===== config.mk =====
export PLATFORM = sky130hd
export DESIGN_NAME = fp16_align_stage
export DESIGN_NICKNAME = d
export VERILOG_FILES = /design/src/rtl/fp16_align_stage.sv
export SDC_FILE = /design/constraint.sdc
export NUM_CORES = 1
export LEC_CHECK = 0
export ABC_AREA = 1
export CORE_AREA = 2 2 105 107
export DETAILED_ROUTE_END_ITERATION = 12
export DIE_AREA = 0 0 107 109
export GPL_ROUTABILITY_DRIVEN = 0
export PLACE_DENSITY = 0.75
export SLEW_MARGIN = 10
export SYNTH_ARGS = -nofsm -noshare
export SYNTH_HDL_FRONTEND = slang
export SYNTH_SLANG_ARGS = --single-unit

===== constraint.sdc =====
create_clock -name clk73 -period 2.5 [get_ports clk73]
set_input_delay 0.5 -clock clk73 [delete_from_list [all_inputs] [get_ports clk73]]
set_output_delay 0.5 -clock clk73 [all_outputs]
set_load 0.02 [all_outputs]

===== src/rtl/fp16_align_stage.sv =====
// Two-stage binary16 operand alignment ahead of a floating-point adder.
// Latency 2 cycles, one pair per cycle; stage A unpacks/classifies/swaps, stage B aligns.
// Backpressure: the pipeline stalls when out_ready73 is low. in_ready73 falls only once both stages hold data.
module fp16_align_stage #(
  parameter int SUBNORM_EN = 1
) (
  input  logic        clk73,
  input  logic        reset73,
  input  logic        in_valid73,
  output logic        in_ready73,
  input  logic [15:0] Number173,
  input  logic [15:0] Number273,
  output logic        out_valid73,
  input  logic        out_ready73,
  output logic [4:0]  Largerexp73,
  output logic [13:0] Lmantissa73,
  output logic [13:0] Smantissa73,
  output logic        Lsign73,
  output logic        effsub73,
  output logic        special73,
  output logic [15:0] specialres73
);

  // ---------------- handshake ----------------
  logic r_a_vld;
  logic r_b_vld;
  logic w_b_adv;
  logic w_a_adv;

  // Stage B moves when its content is taken or it is empty; A moves whenever B can absorb it.
  // Reset blocks acceptance so nothing enters during the reset cycle.
  assign w_b_adv    = out_ready73 | ~r_b_vld;
  assign w_a_adv    = ~reset73 & (w_b_adv | ~r_a_vld);
  assign in_ready73 = w_a_adv;

  // ---------------- stage A: unpack, classify, swap ----------------
  logic [4:0]  w_e1, w_e2;
  logic [9:0]  w_f1, w_f2;
  logic [10:0] w_sig1, w_sig2;
  logic [4:0]  w_x1, w_x2;
  logic        w_swap;
  logic        w_nan1, w_nan2, w_inf1, w_inf2;
  logic        w_special;
  logic [15:0] w_specres;

  assign w_e1 = Number173[14:10];
  assign w_f1 = Number173[9:0];
  assign w_e2 = Number273[14:10];
  assign w_f2 = Number273[9:0];

  // Subnormals keep their fraction with a zero hidden bit, or flush to zero when disabled.
  assign w_sig1 = (w_e1 != 5'd0) ? {1'b1, w_f1} : ((SUBNORM_EN != 0) ? {1'b0, w_f1} : 11'd0);
  assign w_sig2 = (w_e2 != 5'd0) ? {1'b1, w_f2} : ((SUBNORM_EN != 0) ? {1'b0, w_f2} : 11'd0);
  assign w_x1   = (w_e1 == 5'd0) ? 5'd1 : w_e1;
  assign w_x2   = (w_e2 == 5'd0) ? 5'd1 : w_e2;

  // Magnitude order of binary16 equals unsigned order of bits [14:0]; ties keep Number173 as larger.
  assign w_swap = (Number273[14:0] > Number173[14:0]);

  assign w_nan1 = (w_e1 == 5'd31) && (w_f1 != 10'd0);
  assign w_nan2 = (w_e2 == 5'd31) && (w_f2 != 10'd0);
  assign w_inf1 = (w_e1 == 5'd31) && (w_f1 == 10'd0);
  assign w_inf2 = (w_e2 == 5'd31) && (w_f2 == 10'd0);
  assign w_special = w_nan1 | w_nan2 | w_inf1 | w_inf2;

  // Special result: NaN wins, opposite infinities give the canonical NaN, else pass the infinity.
  always_comb begin
    w_specres = 16'h0000;
    if (w_nan1 || w_nan2) begin
      w_specres = 16'h7E00;
    end else if (w_inf1 && w_inf2 && (Number173[15] != Number273[15])) begin
      w_specres = 16'h7E00;
    end else if (w_inf1) begin
      w_specres = Number173;
    end else if (w_inf2) begin
      w_specres = Number273;
    end
  end

  logic [4:0]  r_a_expL, r_a_expS;
  logic [10:0] r_a_sigL, r_a_sigS;
  logic        r_a_signL, r_a_effsub, r_a_special;
  logic [15:0] r_a_specres;

  // Stage A register: capture the ordered operand pair whenever the stage advances.
  always_ff @(posedge clk73) begin
    if (reset73) begin
      r_a_vld     <= 1'b0;
      r_a_expL    <= 5'd0;
      r_a_expS    <= 5'd0;
      r_a_sigL    <= 11'd0;
      r_a_sigS    <= 11'd0;
      r_a_signL   <= 1'b0;
      r_a_effsub  <= 1'b0;
      r_a_special <= 1'b0;
      r_a_specres <= 16'h0000;
    end else if (w_a_adv) begin
      r_a_vld     <= in_valid73;
      r_a_expL    <= w_swap ? w_x2 : w_x1;
      r_a_expS    <= w_swap ? w_x1 : w_x2;
      r_a_sigL    <= w_swap ? w_sig2 : w_sig1;
      r_a_sigS    <= w_swap ? w_sig1 : w_sig2;
      r_a_signL   <= w_swap ? Number273[15] : Number173[15];
      r_a_effsub  <= Number173[15] ^ Number273[15];
      r_a_special <= w_special;
      r_a_specres <= w_specres;
    end
  end

  // ---------------- stage B: align ----------------
  logic [4:0]  w_d;
  logic [27:0] w_full;
  logic [13:0] w_smant;

  // The low 14 bits of the widened shift catch everything pushed past the LSB for the sticky OR.
  assign w_d     = r_a_expL - r_a_expS;
  assign w_full  = {r_a_sigS, 3'b000, 14'd0} >> w_d;
  assign w_smant = (w_d >= 5'd14) ? {13'd0, |r_a_sigS}
                                  : {w_full[27:15], w_full[14] | (|w_full[13:0])};

  logic [4:0]  r_b_exp;
  logic [13:0] r_b_lm, r_b_sm;
  logic        r_b_sign, r_b_effsub, r_b_special;
  logic [15:0] r_b_specres;

  // Stage B register: outputs update only on advance, so they hold while stalled.
  always_ff @(posedge clk73) begin
    if (reset73) begin
      r_b_vld     <= 1'b0;
      r_b_exp     <= 5'd0;
      r_b_lm      <= 14'd0;
      r_b_sm      <= 14'd0;
      r_b_sign    <= 1'b0;
      r_b_effsub  <= 1'b0;
      r_b_special <= 1'b0;
      r_b_specres <= 16'h0000;
    end else if (w_b_adv) begin
      r_b_vld     <= r_a_vld;
      r_b_exp     <= r_a_expL;
      r_b_lm      <= {r_a_sigL, 3'b000};
      r_b_sm      <= w_smant;
      r_b_sign    <= r_a_signL;
      r_b_effsub  <= r_a_effsub;
      r_b_special <= r_a_special;
      r_b_specres <= r_a_specres;
    end
  end

  assign out_valid73  = r_b_vld;
  assign Largerexp73  = r_b_exp;
  assign Lmantissa73  = r_b_lm;
  assign Smantissa73  = r_b_sm;
  assign Lsign73      = r_b_sign;
  assign effsub73     = r_b_effsub;
  assign special73    = r_b_special;
  assign specialres73 = r_b_specres;

endmodule

==> results.toml, run 1 <==
[status]
outcome = "complete, no violations"

[sta]
rsz0062_at_grt = "no"
finalSetupViolations = 0
min_period_over_period = 0.928
maxSlewViolCount = 0
min_period_ns = 2.32
worstMarginPinSlew_ns = 0.559
max_freq_mhz = 431
skew_ns = 0.0132
tns_ns = 0
setup_ws_ns = 0.180
hold_viol_final = 0
slew_headroom = 0.624

[logic_synthesis]
ys_ff_latch = 102
ys_top_cells_by_area = "dfxtp_1 40%, nand2_1 18%, nor2_1 8.1%, ha_1 4.6%, o21ai_0 3.8%"
syn-cell-area_sq_um = 5140
synth_top_cell_by_area = "dfxtp_1"
synth_top_area_share = 0.397
synthCells = 760
ys_types = 40
ys_seq_area_frac = 0.397
avgSynthCellArea_sq_um = 6.76
yosys_warnings = 0

[floorplan]
die_x_microns = 107
core_area_sq_um = 10600
die_h_microns = 109
initial_core_util = 0.485
row_count = 38
dieArea_sq_um = 11700
num_io_pins = 90

[hold_path]
hold_path.class = "flop to flop"
holdPathStages = 2

[cells_and_area]
mostFrequentLayoutCells = "248 x nand2_1, 109 x nor2_1, 102 x dfxtp_1, 85 x clkdlybuf4s50_1, 50 x inv_1"
fill_cells = 997
insertedDiodeCount = 0
drive_gt1_frac = 0.112
multi_input_comb_area_sq_um = 2690
areaGrowthSynthToFinish_pct = 28.4
post_layout_nonfiller_instances = 1014
final_common_cell = "nand2_1"
layout.nets = 925
seq_area_sq_um = 2040

[critical_path]
crit_slowest_cell = "fa_2"
r2r-start = "r_a_expL[0]$_SDFFE_PP0P_"
crit_fanout = 13
path_depth = 15
critPathLaunchType = "flop"
crit_family = "adder cells"
crit_path_cell_trace = "inv_1 -> ha_2 -> fa_2 -> buf_8 -> nand3_1 -> nand2_1 -> nand2_1 -> nand2_1 -> nand2_1 -> nor2_1 -> nand3_1 -> nand2_1 -> nand2_1 -> nand2_1 -> a21oi_1"
rr_worst_depth = 15
cp.arrival_ns = 2.58
required_ns = 2.76
critPathMaxStageDelay_ns = 0.58
cp-endpoint = "Smantissa73[0]$_SDFFE_PP0P_"
cp_num_buf_inv = 2
crit_type = "flop to flop"
r2r_setup_slack_ns = 0.18
cp-startpoint = "r_a_expL[0]$_SDFFE_PP0P_"
endpoint_kind = "flop"
rr_endpoint = "Smantissa73[0]$_SDFFE_PP0P_"
cpMostUsedCell = "nand2_1"

[placed_design]
dp_hpwl_microns = 9660
pre_cts_ws_ns = -0.0779
post-place-cells = 998
io_buffer_count = 86

[detailed_routing]
first_pass_iters = 5
drt_iter0_markers = 298
vias = 5158
avgRoutedWirePerCell_microns = 12.4
final_antenna_net_count = 0
drc = 0
drt-vias-per-instance = 5.09
wirelength_microns = 12600

[global_routing]
grt_max_degree = 47
antenna_found_initial = 0
grt_pass1_wl_microns = 20900
grt_pass1_vias = 4707
track_usage = 0.220
grt-ovfl-total = 0

[run]
maxCapViolCount = 0

[clock_network]
clkSlewWorstSetupHoldPaths_ns = 0.12
worstSkewPairLatency_ns = 0.38
cts_tree = "yes"
clockBufferDepth = 2
clock-sinks = 102
cts.htree.levels = 3
post_cts_buffers = 0
root_buffer = "clkbuf_8"
numCtsBuffers = 9

[pwr]
leakagePower_nw = 3.14
irDropWorstVdd_mv = 0.384
powerDensity_nw_per_um2 = 664
-- power by group --
| group | switching (mW) | internal [mW] | leakage [nW] | total, mW |
|---|---|---|---|---|
| logic | 0.869 | 0.578 | 2.19 | 1.45 |
| clock network | 0.681 | 0.415 | 0.108 | 1.10 |
| registers | 0.0841 | 1.75 | 0.837 | 1.84 |
| total | 1.63 | 2.75 | 3.14 | 4.38 |
-- metal layers --
layer | vias to the layer above | part of all wire | track usage
met5 | - | 0 | 0
met4 | 0 | 0.020 | 0.0770
met2 | 179 | 0.49 | 0.391
met3 | 22 | 0.056 | 0.0305
met1 | 2320 | 0.44 | 0.275
li1 | 2637 | - | -
-- worst min-delay path by stage --
stage	from	endpoint	slack, ns
2_1_floorplan	r_a_specres[0]$_SDFFE_PP0P_	r_a_specres[0]$_SDFFE_PP0P_	0.41
3_3_place_gp	r_a_specres[4]$_SDFFE_PP0P_	r_a_specres[4]$_SDFFE_PP0P_	0.42
3_5_place_dp	r_a_specres[5]$_SDFFE_PP0P_	r_a_specres[5]$_SDFFE_PP0P_	0.42
4_1_cts	r_a_specres[5]$_SDFFE_PP0P_	r_a_specres[5]$_SDFFE_PP0P_	0.44
5_1_grt	r_a_specres[5]$_SDFFE_PP0P_	r_a_specres[5]$_SDFFE_PP0P_	0.46
6_report	r_a_specres[5]$_SDFFE_PP0P_	r_a_specres[5]$_SDFFE_PP0P_	0.44
-- flip-flops by register name, summed over array words and instances, names as in the netlist, 5 cells and up --
signal	flops
r_a_expS	5
Smantissa73	14
specialres73	16
r_a_sigS	11
Largerexp73	5
Lmantissa73	11
r_a_expL	5
r_a_sigL	11
r_a_specres	16
-- repair_timing --
action	in CTS	in global routing
hold endpoints to repair	0	0
hold buffers	0	0
gates resized for setup	0	7
setup endpoints to repair	0	2
-- per-stage QoR --
step / util / area [sq um] / total power, mW / hold WS (ns)
after global placement: 0.600 / 6360 / 3.24 / 0.421
final: 0.622 / 6600 / 4.38 / 0.441
after CTS: 0.620 / 6580 / 4.38 / 0.444
after global routing: 0.622 / 6600 / 4.65 / 0.461
after detailed placement: 0.600 / 6360 / 3.28 / 0.424
after floorplan: - / 5150 / 2.84 / 0.414
-- cells by family (layout without fill, tap and decap cells) --
logic type,Yosys count,count (layout),share of synthesized area
compound gates,113,113,0.120
xor+xnor,4,4,0.0119
other cells,1,3,0.000730
flops,102,102,0.397
buf+inv,96,208,0.0842
simple gates,424,424,0.336
fa+ha+maj,20,20,0.0501
-- Yosys cell counts (all sizes together) --
cell type  count
a31oi          1
nor4           4
nor2         116
o211ai         1
inv           58
xor2           2
buf           21
nand2        253
clkbuf        17
nand4          9
or2            1
a22o           1
ha            19
xnor2          2
nand3         36
a21oi         26
fa             1
o21a           2
o21ai         79
o31ai          1
dfxtp        102
conb           1
a22oi          2
nor3           5
-- tightest hold or removal path: cells and delay by family (launching register included) --
| family | cells | cell delay, ns |
|---|---|---|
| AND/OR/NAND/NOR | 2 | 0.09 |
| flip-flops | 1 | 0.33 |
-- layout make-up --
| class | count | share of cell area |
|---|---|---|
| multi-input combinational | 564 | 0.407 |
| sequential | 102 | 0.309 |
| tap | 140 | 0.0265 |
| inverter | 58 | 0.0338 |
| clock inverter | 7 | 0.0142 |
| timing repair buffer | 134 | 0.190 |
| clock buffer | 9 | 0.0188 |
Power figures use the tool's default switching activity.
==> run 2: changes to the inputs <==
--- a/config.mk
+++ b/config.mk
@@ -6,11 +6,13 @@
 export NUM_CORES = 1
 export LEC_CHECK = 0
 export ABC_AREA = 1
-export CORE_AREA = 2 2 105 107
+export CELL_PAD_IN_SITES_DETAIL_PLACEMENT = 1
+export CELL_PAD_IN_SITES_GLOBAL_PLACEMENT = 1
+export CORE_AREA = 2 2 121 123
 export DETAILED_ROUTE_END_ITERATION = 12
-export DIE_AREA = 0 0 107 109
+export DIE_AREA = 0 0 123 125
 export GPL_ROUTABILITY_DRIVEN = 0
-export PLACE_DENSITY = 0.75
+export PLACE_DENSITY_LB_ADDON = 0.1
 export SLEW_MARGIN = 10
 export SYNTH_ARGS = -nofsm -noshare
 export SYNTH_HDL_FRONTEND = slang
==> results.toml, run 2 (synthesized netlist as in run 1, its figures left out) <==
[status]
outcome = "complete, no violations"

[critical_path]
crit_fanout = 5
endpoint_kind = "flop"
critPathLaunchType = "flop"
crit_type = "flop to flop"
r2r_setup_slack_ns = 0.14
cp.arrival_ns = 2.58
required_ns = 2.72
crit_slowest_cell = "fa_2"
r2r-start = "r_a_expL[0]$_SDFFE_PP0P_"
cpMostUsedCell = "nand2_1"
rr_endpoint = "Smantissa73[0]$_SDFFE_PP0P_"
crit_path_cell_trace = "inv_2 -> ha_4 -> fa_2 -> buf_6 -> nand3_1 -> nand2_2 -> nand2_1 -> nand2_1 -> nand2_1 -> nor2_1 -> nand3_1 -> nand2_1 -> nand2_1 -> nand2_2 -> a21oi_1"
critPathMaxStageDelay_ns = 0.66
rr_worst_depth = 15

[global_routing]
track_usage = 0.201
grt_max_degree = 47
antenna_found_initial = 0
grt_pass1_wl_microns = 25100
grt-ovfl-total = 0
grt_pass1_vias = 5336

[clock_network]
clock-sinks = 102
clkSlewWorstSetupHoldPaths_ns = 0.08
worstSkewPairLatency_ns = 0.35
numCtsBuffers = 9
root_buffer = "clkbuf_16"
clockBufferDepth = 2
cts_tree = "yes"
cts.htree.levels = 3
postCtsHoldBufs = 0

[detailed_routing]
vias = 5249
wirelength_microns = 15200
first_pass_iters = 4
drt-vias-per-instance = 4.92
drt_iter0_markers = 187
drc = 0
avgRoutedWirePerCell_microns = 14.2
final_antenna_net_count = 0

[floorplan]
initial_core_util = 0.362
die_h_microns = 125
core_area_sq_um = 14200
dieArea_sq_um = 15400
die_x_microns = 123
row_count = 44
num_io_pins = 90

[sta]
finalSetupViolations = 0
skew_ns = 0.00866
hold_viol_final = 0
maxSlewViolCount = 0
min_period_over_period = 0.942
max_freq_mhz = 424
rsz0062_at_grt = "yes"
min_period_ns = 2.36

[pwr]
p_clk_frac = 0.289
power.share.switching = 0.357
netSwitchingPower_mw = 1.70
irDropWorstVdd_mv = 0.328
p_int_mw = 3.07
powerDensity_nw_per_um2 = 698
leakagePower_nw = 3.23
seqPwrFrac = 0.385
power_frac_comb = 0.326

[run]
maxCapViolCount = 0

[cells_and_area]
post_layout_nonfiller_instances = 1067
final_common_cell = "nand2_1"
mostFrequentLayoutCells = "240 x nand2_1, 108 x nor2_1, 101 x dfxtp_1, 85 x clkdlybuf4s50_1, 52 x buf_4"
drive_gt1_frac = 0.134
final_util = 0.481
insertedDiodeCount = 0
layout.nets = 934
areaGrowthSynthToFinish_pct = 33.0

[placed_design]
io_buffer_count = 86
dp_hpwl_microns = 11700
post-place-cells = 1049

[hold_path]
holdPathStages = 2
whs_endpoint = "r_a_specres[5]$_SDFFE_PP0P_"
hold_path.class = "flop to flop"
worstHoldStart = "r_a_specres[5]$_SDFFE_PP0P_"
[run 2: cell types whose count changed in the layout (fill, tap and decap cells not counted), moves of 7 or more]
| cell | change |
|---|---|
| nand2_1 | -8 |
| clkbuf_16 | +10 |
| buf_4 | +7 |
| nand2_2 | +7 |
| clkbuf_8 | -9 |
[run 2: worst max-delay path by stage]
stage | start | to | slack (ns)
global placement | Number173[1] | r_a_sigS[1]$_SDFFE_PP0P_ | -0.09
floorplan | r_a_expL[0]$_SDFFE_PP0P_ | Smantissa73[0]$_SDFFE_PP0P_ | 0.35
detailed placement | Number173[9] | r_a_sigL[6]$_SDFFE_PP0P_ | -0.16
CTS | r_a_expL[0]$_SDFFE_PP0P_ | Smantissa73[0]$_SDFFE_PP0P_ | 0.05
finish | r_a_expL[0]$_SDFFE_PP0P_ | Smantissa73[0]$_SDFFE_PP0P_ | 0.14
global route | r_a_expL[0]$_SDFFE_PP0P_ | Smantissa73[0]$_SDFFE_PP0P_ | -0.008
[run 2: stage by stage]
stage / setup TNS [ns] / hold slack [ns] / instance area (sq um) / setup WS (ns) / power (mW)
2_1_floorplan: 0 / 0.414 / 5150 / 0.348 / 2.84
3_3_place_gp: -2.02 / 0.422 / 6460 / -0.0895 / 3.31
3_5_place_dp: -3.38 / 0.424 / 6460 / -0.164 / 3.36
4_1_cts: 0 / 0.437 / 6750 / 0.0453 / 4.75
5_1_grt: -0.00801 / 0.455 / 6840 / -0.00801 / 5.07
6_report: 0 / 0.435 / 6840 / 0.144 / 4.78
[run 2: final cells by class]
class	instances	area [sq um]
clock buffers	9	225
multi-input cells	564	2720
well taps	184	230
fillers	1863	7370
flip-flops and latches	102	2040
repair buffers	143	1330
clock inverters	7	63.8
inverters	58	220
[run 2: critical path: cells and delay by family (launching register included)]
family,cells,cell delay [ns]
buffers and inverters,2,0.19
AOI/OAI and AO/OA,1,0.06
and+or+nand+nor,10,0.80
adders and majority gates,2,0.83
DFF,1,0.34
[run 2: layer usage]
| layer | vias up | global-route usage | wire (microns) |
|---|---|---|---|
| met5 | - | 0 | 0 |
| met4 | 0 | 0.0689 | 297 |
| met3 | 22 | 0.0255 | 448 |
| met2 | 91 | 0.346 | 7420 |
| met1 | 2488 | 0.256 | 7030 |
| li1 | 2648 | - | - |
[run 2: power by group through the flow]
| stage | clock network, mW | registers, mW | logic (mW) |
|---|---|---|---|
| after floorplan | 0 | 1.94 | 0.904 |
| after global placement | 0 | 1.87 | 1.44 |
| after detailed placement | 0 | 1.87 | 1.48 |
| after CTS | 1.42 | 1.84 | 1.49 |
| after global routing | 1.48 | 1.85 | 1.74 |
| final | 1.38 | 1.84 | 1.56 |
[run 2: timing repair]
item | CTS | global route
resized for setup | 0 | 21
buffers inserted | 0 | 0
endpoints found under the setup margin | 0 | 9
==> run 3: changes to the inputs <==
--- a/config.mk
+++ b/config.mk
@@ -8,9 +8,9 @@
 export ABC_AREA = 1
 export CELL_PAD_IN_SITES_DETAIL_PLACEMENT = 1
 export CELL_PAD_IN_SITES_GLOBAL_PLACEMENT = 1
-export CORE_AREA = 2 2 121 123
+export CORE_AREA = 2 2 117 119
 export DETAILED_ROUTE_END_ITERATION = 12
-export DIE_AREA = 0 0 123 125
+export DIE_AREA = 0 0 119 121
 export GPL_ROUTABILITY_DRIVEN = 0
 export PLACE_DENSITY_LB_ADDON = 0.1
 export SLEW_MARGIN = 10
==> constraint.sdc (replaced) <==
create_clock -name clk73 -period 3 [get_ports clk73]
set_input_delay 0.6 -clock clk73 [delete_from_list [all_inputs] [get_ports clk73]]
set_output_delay 0.6 -clock clk73 [all_outputs]
set_load 0.02 [all_outputs]
==> results.toml, run 3 (synthesized netlist as in run 1, its figures left out) <==
[clock_network]
cts-resized-gates = 0
cts_tree = "yes"
clockBufferDepth = 2
post_cts_buffers = 0
clock-sinks = 102
numCtsBuffers = 9
clkSlewWorstSetupHoldPaths_ns = 0.08
root_buffer = "clkbuf_16"
worstSkewPairLatency_ns = 0.35
cts.htree.levels = 3
postCtsHoldBufs = 0

[floorplan]
die_x_microns = 119
initial_core_util = 0.393
core_area_sq_um = 13100
row_count = 42
dieArea_sq_um = 14400
die_h_microns = 121
num_io_pins = 90

[cells_and_area]
drive_gt1_frac = 0.0727
areaGrowthSynthToFinish_pct = 25.6
final_util = 0.493
layout.nets = 890
final_common_cell = "nand2_1"
final_area_sq_um = 6460
mostFrequentLayoutCells = "248 x nand2_1, 109 x nor2_1, 102 x dfxtp_1, 86 x clkdlybuf4s50_1, 50 x inv_1"
fill_cells = 1671
insertedDiodeCount = 0

[global_routing]
antenna_found_initial = 0
grt_max_degree = 47
grt_pass1_wl_microns = 24100
track_usage = 0.209
grt_pass1_vias = 5080
grt-ovfl-total = 0

[critical_path]
rr_worst_depth = 14
path_depth = 8
endpoint_kind = "primary output"
cp-endpoint = "in_ready73"
crit_slowest_cell = "clkdlybuf4s50_1"
crit_family = "buffers and inverters"
r2r_setup_slack_ns = 0.39
required_ns = 2.40
crit_path_cell_trace = "clkdlybuf4s50_1 -> nor2_2 -> inv_2 -> nor2_4 -> inv_2 -> nand2_2 -> inv_2 -> clkdlybuf4s50_1"
cp-startpoint = "out_ready73"
cpMostUsedCell = "inv_2"
cp_num_buf_inv = 5
r2r-start = "r_a_expL[0]$_SDFFE_PP0P_"
rr_endpoint = "Smantissa73[0]$_SDFFE_PP0P_"
cp.arrival_ns = 2.12
critPathMaxStageDelay_ns = 0.61
crit_fanout = 4
critPathLaunchType = "primary input"
crit_type = "primary input to primary output"

[sta]
rsz0062_at_grt = "no"
skew_ns = 0.00805
hold_viol_final = 0
tns_ns = 0
min_period_ns = 2.72
min_period_over_period = 0.907
max_freq_mhz = 367
finalSetupViolations = 0
maxSlewViolCount = 0

[pwr]
leakagePower_nw = 3.00
irDropWorstVdd_mv = 0.253
powerDensity_nw_per_um2 = 611

[detailed_routing]
drt_iter0_markers = 277
wirelength_microns = 14600
drc = 0
final_antenna_net_count = 0
avgRoutedWirePerCell_microns = 14.4
drt-vias-per-instance = 4.96
first_pass_iters = 4
vias = 5032

[status]
outcome = "complete, no violations"

[placed_design]
io_buffer_count = 86
dp_hpwl_microns = 11400
place_area_sq_um = 6130

[hold_path]
hold_path.class = "flop to flop"

[run]
maxCapViolCount = 0
[run 3: cell count changes in the layout (fill, tap and decap cells not counted), moves of 2 or more]
cell / before / now
nand2_2: 12 / 5
nand2_1: 240 / 248
buf_6: 3 / 0
buf_4: 52 / 12
clkinv_4: 2 / 0
clkinv_8: 0 / 2
[run 3: layout make-up]
class	instances	area, sq um	share of cell area
timing repair buffer	99	971	0.150
clock inverter	7	100	0.0155
inverter	58	218	0.0337
multi-input combinational	564	2680	0.415
clock buffer	9	225	0.0349
sequential	102	2040	0.316
tap	176	220	0.0341
[run 3: worst min path at each step]
stage | startpoint | end | slack [ns] | depth (start not counted)
2_1_floorplan | r_a_specres[0]$_SDFFE_PP0P_ | r_a_specres[0]$_SDFFE_PP0P_ | 0.41 | 2
4_1_cts | r_a_specres[4]$_SDFFE_PP0P_ | r_a_specres[4]$_SDFFE_PP0P_ | 0.44 | 2
6_report | r_a_specres[7]$_SDFFE_PP0P_ | r_a_specres[7]$_SDFFE_PP0P_ | 0.44 | 2
5_1_grt | r_a_specres[4]$_SDFFE_PP0P_ | r_a_specres[4]$_SDFFE_PP0P_ | 0.45 | 2
3_5_place_dp | r_a_specres[4]$_SDFFE_PP0P_ | r_a_specres[4]$_SDFFE_PP0P_ | 0.42 | 2
3_3_place_gp | r_a_specres[3]$_SDFFE_PP0P_ | r_a_specres[3]$_SDFFE_PP0P_ | 0.42 | 2
[run 3: power by group]
| group | internal [mW] | switching [mW] |
|---|---|---|
| logic | 0.433 | 0.746 |
| registers | 1.46 | 0.0668 |
| clock network | 0.672 | 0.563 |
| total | 2.57 | 1.38 |
[run 3: tightest hold or removal path, stage by stage, from the launching register on]
cell and delay (ns):
dfxtp_1 0.31, nand2_1 0.06, nor2_1 0.03
[run 3: metrics by stage]
step / total power [mW] / cells / setup WS [ns] / hold WS, ns
after floorplan: 2.37 / 762 / 0.848 / 0.414
after global placement: 2.69 / 999 / 0.299 / 0.421
after detailed placement: 2.74 / 999 / 0.201 / 0.425
after CTS: 3.98 / 1015 / 0.264 / 0.438
after global routing: 4.17 / 1015 / 0.191 / 0.448
final: 3.94 / 1015 / 0.278 / 0.439
[run 3: routing by layer]
metal,global-route usage,wire length [microns]
met3,0.0291,349
met5,0,0
met2,0.382,7330
met4,0.0759,251
met1,0.250,6700
